===== src/rtl/branch_predictor.sv =====
// Bimodal branch-direction predictor: 2**IDX_W saturating counters indexed by PC[IDX_W+1:2].
// Optional BP_STATS_EN adds saturating branch/mispredict statistics outputs.
module branch_predictor #(
    parameter int IDX_W = 4,
    parameter int CTR_W = 2
) (
    input  logic        clk,
    input  logic        nrst,
    input  logic        pred_req,
    input  logic [31:0] pred_pc,
    output logic        pred_ready,
    output logic        pred_valid,
    output logic        pred_taken,
    input  logic        res_valid,
    input  logic [3:0]  res_type,
    input  logic        res_taken,
    output logic        mispredict,
    output logic        correct_taken
`ifdef BP_STATS_EN
    ,
    output logic [15:0] stat_branches,
    output logic [15:0] stat_mispred
`endif
);

    localparam int ENTRIES = 2 ** IDX_W;

    typedef enum logic {IDLE, WAIT_RES} state_t;

    function automatic logic [CTR_W-1:0] ctr_step(input logic [CTR_W-1:0] c, input logic up);
        if (up) return (c == {CTR_W{1'b1}}) ? c : c + 1'b1;
        else    return (c == '0) ? c : c - 1'b1;
    endfunction

    function automatic logic [15:0] sat_inc16(input logic [15:0] v);
        return (v == 16'hFFFF) ? v : v + 16'd1;
    endfunction

    state_t             state_q, state_d;
    logic [CTR_W-1:0]   ctr_q [ENTRIES];
    logic [IDX_W-1:0]   pend_idx_q;
    logic               pend_pred_q;
    logic               pred_valid_q, pred_taken_q;
    logic               mispredict_q, correct_taken_q;

    logic [IDX_W-1:0]   req_idx;
    logic               qual_res;
    logic               accept;
    logic [CTR_W-1:0]   upd_ctr;
    logic [CTR_W-1:0]   lookup_ctr;
    logic               lookup_pred;
    logic               mispredict_d;
    logic               unused_pc_bits;

    assign req_idx        = pred_pc[IDX_W+1:2];
    assign unused_pc_bits = ^{pred_pc[31:IDX_W+2], pred_pc[1:0]};

    assign qual_res   = (state_q == WAIT_RES) && res_valid && (res_type != 4'd0);
    assign pred_ready = (state_q == IDLE) || qual_res;
    assign accept     = pred_req && pred_ready;

    // Same-cycle lookup of the entry being trained sees the post-update value.
    assign upd_ctr     = ctr_step(ctr_q[pend_idx_q], res_taken);
    assign lookup_ctr  = (qual_res && (req_idx == pend_idx_q)) ? upd_ctr : ctr_q[req_idx];
    assign lookup_pred = lookup_ctr[CTR_W-1];

    assign mispredict_d = qual_res && (res_taken != pend_pred_q);

    always_comb begin
        state_d = state_q;
        case (state_q)
            IDLE:     if (accept) state_d = WAIT_RES;
            WAIT_RES: if (qual_res && !accept) state_d = IDLE;
            default:  state_d = IDLE;
        endcase
    end

    always_ff @(posedge clk) begin
        if (!nrst) begin
            state_q         <= IDLE;
            pred_valid_q    <= 1'b0;
            pred_taken_q    <= 1'b0;
            mispredict_q    <= 1'b0;
            correct_taken_q <= 1'b0;
            for (int i = 0; i < ENTRIES; i++) ctr_q[i] <= CTR_W'(1);
        end else begin
            state_q         <= state_d;
            pred_valid_q    <= accept;
            pred_taken_q    <= accept && lookup_pred;
            mispredict_q    <= mispredict_d;
            correct_taken_q <= qual_res && res_taken;
            if (qual_res) ctr_q[pend_idx_q] <= upd_ctr;
        end
    end

    // Outstanding-prediction record; only meaningful while in WAIT_RES.
    always_ff @(posedge clk) begin
        if (accept) begin
            pend_idx_q  <= req_idx;
            pend_pred_q <= lookup_pred;
        end
    end

    assign pred_valid    = pred_valid_q;
    assign pred_taken    = pred_taken_q;
    assign mispredict    = mispredict_q;
    assign correct_taken = correct_taken_q;

`ifdef BP_STATS_EN
    logic [15:0] stat_branches_q, stat_mispred_q;

    always_ff @(posedge clk) begin
        if (!nrst) begin
            stat_branches_q <= 16'd0;
            stat_mispred_q  <= 16'd0;
        end else begin
            if (qual_res)     stat_branches_q <= sat_inc16(stat_branches_q);
            if (mispredict_d) stat_mispred_q  <= sat_inc16(stat_mispred_q);
        end
    end

    assign stat_branches = stat_branches_q;
    assign stat_mispred  = stat_mispred_q;
`endif

endmodule


===== config.mk =====
export PLATFORM = sky130hd
export DESIGN_NAME = branch_predictor
export DESIGN_NICKNAME = d
export VERILOG_FILES = /design/src/rtl/branch_predictor.sv
export SDC_FILE = /design/constraint.sdc
export NUM_CORES = 1
export LEC_CHECK = 0
export ABC_AREA = 1
export CAP_MARGIN = 10
export CORE_MARGIN = 2
export CORE_UTILIZATION = 40
export CTS_BUF_LIST = sky130_fd_sc_hd__clkbuf_4
export DETAILED_ROUTE_END_ITERATION = 7
export PLACE_DENSITY = 0.74
export SYNTH_ARGS = -nofsm -noshare
export SYNTH_HDL_FRONTEND = slang
export SYNTH_SLANG_ARGS = --single-unit

===== constraint.sdc =====
create_clock -name clk -period 2.2 [get_ports clk]
set_clock_uncertainty 0.1 [all_clocks]
set_input_delay 0.33 -clock clk [delete_from_list [all_inputs] [get_ports clk]]
set_output_delay 0.33 -clock clk [all_outputs]
set_load 0.05 [all_outputs]

* Word level (Yosys, flattened, before mapping) *
Memories as Yosys holds them, arrays and structs flattened. A register that Yosys moved wholly into a read port is not among the register bits.
Cells that the tools add are included.

word-level totals
  flip-flop bits (word level) = 10
  bits of input ports = 41
  RAM bits = 32
  memories kept = 1
  logic and storage cells = 42
  output and inout bits = 5

memories
  name   depth  bits a word  rd ports  clocked after Yosys merged registers in  write ports  line  text
  ctr_q  16     2            2         1                                        16           40    logic [CTR_W-1:0] ctr_q [ENTRIES];

operators by class
  reductions and logical operators = 13
  multiplexer cells = 15
  add/subtract/negate cells = 2
  eq/ne operators = 3
  bitwise gates (word level) = 1

operator list
  kind                   count
  $mux W2                5
  $logic_and A1 B1 Y1    8
  $mux W4                2
  $mux W1                7
  $eq A4 B4 Y1           1
  $reduce_bool A4 Y1     1
  $add A2 B1 Y2 const B  1
  $eq A2 B2 Y1 const B   1
  $logic_not A2 Y1       1
  $pmux W1 S2            1
  $reduce_or A2 Y1       1
  $sub A2 B1 Y2 const B  1
  $logic_not A1 Y1       1
  $logic_or A1 B1 Y1     1
  $ne A1 B1 Y1           1
  $not A1 Y1             1

* Longest topological paths before layout *
  word-level depth = 8
  depth in mapped cells = 13
  mapped depth without buffers = 11

* Least setup slack after synthesis *
Ideal clock, no wire load.

  path type = input-to-reg
  start point = input res_type[3]
  end point = register pend_idx_q[0], enable pin
  stages on the path = 6
  path buffers = 0
  setup slack = 0.457 ns
  library setup time = 0.317 ns
  data required time = 1.783 ns
  arrival time = 1.326 ns
  cells stage by stage = nor2_1 > nand2_1 > nand3_1 > nand2_1 > nand2_1 > inv_1

between the ends
  cells in the longest elaborated chain, start to end = 4

RTL lines
  element               line  text
  start, declared       15    input logic [3:0] res_type,
  $reduce_bool A4 Y1    58    assign qual_res = (state_q == WAIT_RES) && res_valid && (res_type != 4'd0);
  $logic_and A1 B1 Y1   58
  $logic_or A1 B1 Y1    59    assign pred_ready = (state_q == IDLE) || qual_res;
  net pred_ready        11    output logic pred_ready,
  $logic_and A1 B1 Y1   60    assign accept = pred_req && pred_ready;
  net accept            48    logic accept;
  end signal, assigned  99    pend_idx_q <= req_idx;
  end, declared         41    logic [IDX_W-1:0] pend_idx_q;

The timed path passes the listed nets, and every way through them passes these cells.
A chain may end at the register's enable or synchronous reset.

==> flow_summary.toml <==
[worst_setup_path]
reg2reg_slack_ps = 140
worstPathArrival_ps = 2090
critPathMaxFanout = 12
endpoint = "ctr_q[4][0]"
required_ps = 2230
rr_endpoint = "ctr_q[4][0]"
cp-end-kind = "register"
cpMaxStageDelayCell = "dfxtp_2"
slowest_delay_ps = 450
crit_chain = "clkinvlp_4, nand2_1, nand3_1, nand3_1, nand3_1, nand2_1, inv_1, a21boi_4, buf_12, nand2_1"
critPathLaunchType = "register"
r2r_cells = 10
worstSetupPathType = "register to register"

[clock_tree]
cts_max_level = 2
clock_latency_ps = 370
clock_path_buffers = 2
clk_pin_slew_ps = 140
ctsHoldBuffers = 0
cts_root_buf = "clkbuf_4"
cts_buffers = 5
cts_tree = "built"
numClockSinks = 46

[final_layout]
fin_util = 0.483
diodes = 0
layout.nets = 384
n_fill_cell = 612
syn_to_final_growth_pct = 16.3
drive_gt1_frac = 0.102

[place]
place_ws_ps = -13.5
hpwl_mm = 4.09
port_buffers = 17
gp_congestion = 0.860

[hold_path]
min-delay-path-class = "input pin to register"

[sta]
slew_headroom = 0.670
period_minus_slack_ps = 2060
final.period_utilization = 0.935
rsz0062_at_grt = "no"
fmax_ghz = 0.486
fin_setup_tns_ps = 0
setup_viol = 0
layout_setup_ws_ps = 142
whs_ps = 423
hold_viol = 0
worst_pin_slew_ps = 494
finalMaxSlewViolations = 0

[status]
status = "finished clean"

[power]
peakVddDrop_mv = 0.285
p_int_mw = 1.28
p_comb_frac = 0.211
p_total_mw = 1.82
power.switching_uw = 543
pwr_density_cell_nw_per_um2 = 634
pwr-share-clk = 0.242
swShare = 0.298
cellLeakagePower_nw = 1.20
p_seq_frac = 0.547

[detailed_routing]
routedWlPerCell_um = 13.6
routed_wl_mm = 5.71
drc = 0
ant_nets = 0
dr.pass1.iters = 4
route.vias.total = 2081
drtIter0Drc = 170
via_per_inst = 4.97

[yosys]
ys_seq_area_frac = 0.522
synth_top_area_frac = 0.449
syn-instance-count = 315
yosysTopAreaCell = "edfxtp_1"
ys.warnings.count = 0
synthTopCellsByArea = "edfxtp_1 (45%), nand2_1 (15%), inv_1 (8.2%), dfxtp_1 (7.3%), nor2_1 (6.8%)"
syn_area_um2 = 2470
ys_types = 23
syn-num-nets = 356
syn_avg_cell_area_um2 = 7.85
synth-seq-cells = 46

[grt]
grt_overflow = 0
grt_pass1_vias = 1918
grt_usage = 0.179
antenna_found_initial = 0
grt_start_max_net_pins = 20
grt_pass1_wl_mm = 8.84

[die]
dieArea_um2 = 6830
rows = 28
start_util = 0.415
die_x_um = 82.6
core-area_um2 = 5960
ios = 46
die_y_um = 82.6

[flow_run]
max_cap_violations = 0
sequential cells by signal, summed over array words and instances (netlist names), named ones only:
signal / flops
correct_taken: 1
ctr_q: 32
mispredict: 1
pend_idx_q: 4
pend_pred_q: 1
pred_taken: 1
pred_valid: 1
state_q: 1
worst min-delay path by stage:
stage                            from  depth (start not counted)             to
after detailed placement  pend_pred_q                          2     mispredict
after global placement    pend_pred_q                          2     mispredict
after global routing       pred_pc[5]                          1  pend_idx_q[3]
after floorplan            pred_pc[2]                          0  pend_idx_q[0]
final                        pred_req                          3        state_q
after CTS                    pred_req                          3        state_q
critical path, delay by kind of cell, from the launching register on:
family	cells	cell delay (ps)
flops	1	450
buf+inv	3	470
compound gates	1	270
simple gates	6	520
cell families (layout without fill, tap and decap cells):
kind of cell	after synthesis	after routing	share of synthesized area
and+or+nand+nor	177	177	0.295
buffers and inverters	66	95	0.116
DFF	46	46	0.522
AOI/OAI and AO/OA	23	23	0.0562
xor gates and xnor gates	3	3	0.0106
Yosys cell counts:
master	n
nand2_1	97
inv_1	54
nor2_1	45
edfxtp_1	37
nand3_1	26
o21ai_0	11
dfxtp_1	9
a21oi_1	7
buf_2	4
buf_6	4
o211ai_1	4
nand3_2	3
clkbuf_1	2
or2_2	2
xor2_1	2
a21boi_4	1
buf_4	1
inv_2	1
nand2_2	1
nand4_1	1
nor3_1	1
or2_1	1
xnor2_1	1
area by class of cell:
class	instances	area, um2	area share
Tap cell	75	93.8	0.0326
Inverter	55	210	0.0731
Timing Repair Buffer	31	310	0.108
Multi-Input combinational cell	203	900	0.313
Clock buffer	8	60.1	0.0209
Timing Repair inverter	1	7.51	0.00261
Sequential cell	46	1290	0.450
cell usage in the layout (no fill, tap or decap), drive strengths merged:
master	count
o211ai	4
nor3	1
a21boi	1
buf	15
nand3	29
clkdlybuf4s50	16
inv	54
a21oi	7
or2	3
edfxtp	37
nor2	45
xnor2	1
xor2	2
o21ai	11
clkinvlp	2
nand4	1
nand2	98
clkbuf	8
dfxtp	9
repair_timing:
action                     in CTS  in global routing
gates resized for setup         0                  5
hold endpoints to repair        0                  0
setup buffers                   0                  2
setup endpoints to repair       0                 28
power by group through the flow:
stage	sequential (mW)	combinational [mW]	clock [mW]
after detailed placement	1.01	0.372	0
after global routing	1.00	0.420	0.474
final	0.998	0.385	0.442
after floorplan	1.01	0.245	0
after CTS	0.993	0.373	0.442
after global placement	1.01	0.364	0
metal layers:
layer,vias up,GRT usage,routed length [um]
li1,1037,-,-
met1,966,0.226,2480
met2,65,0.287,2670
met3,13,0.0435,414
met5,-,0,0
met4,0,0.0885,146
stage by stage:
stage               cell area, um2  cells
global placement              2780    408
finish                        2880    419
CTS                           2840    416
global route                  2880    419
floorplan                     2470    315
detailed placement            2780    408
Power figures use the tool's default switching activity.
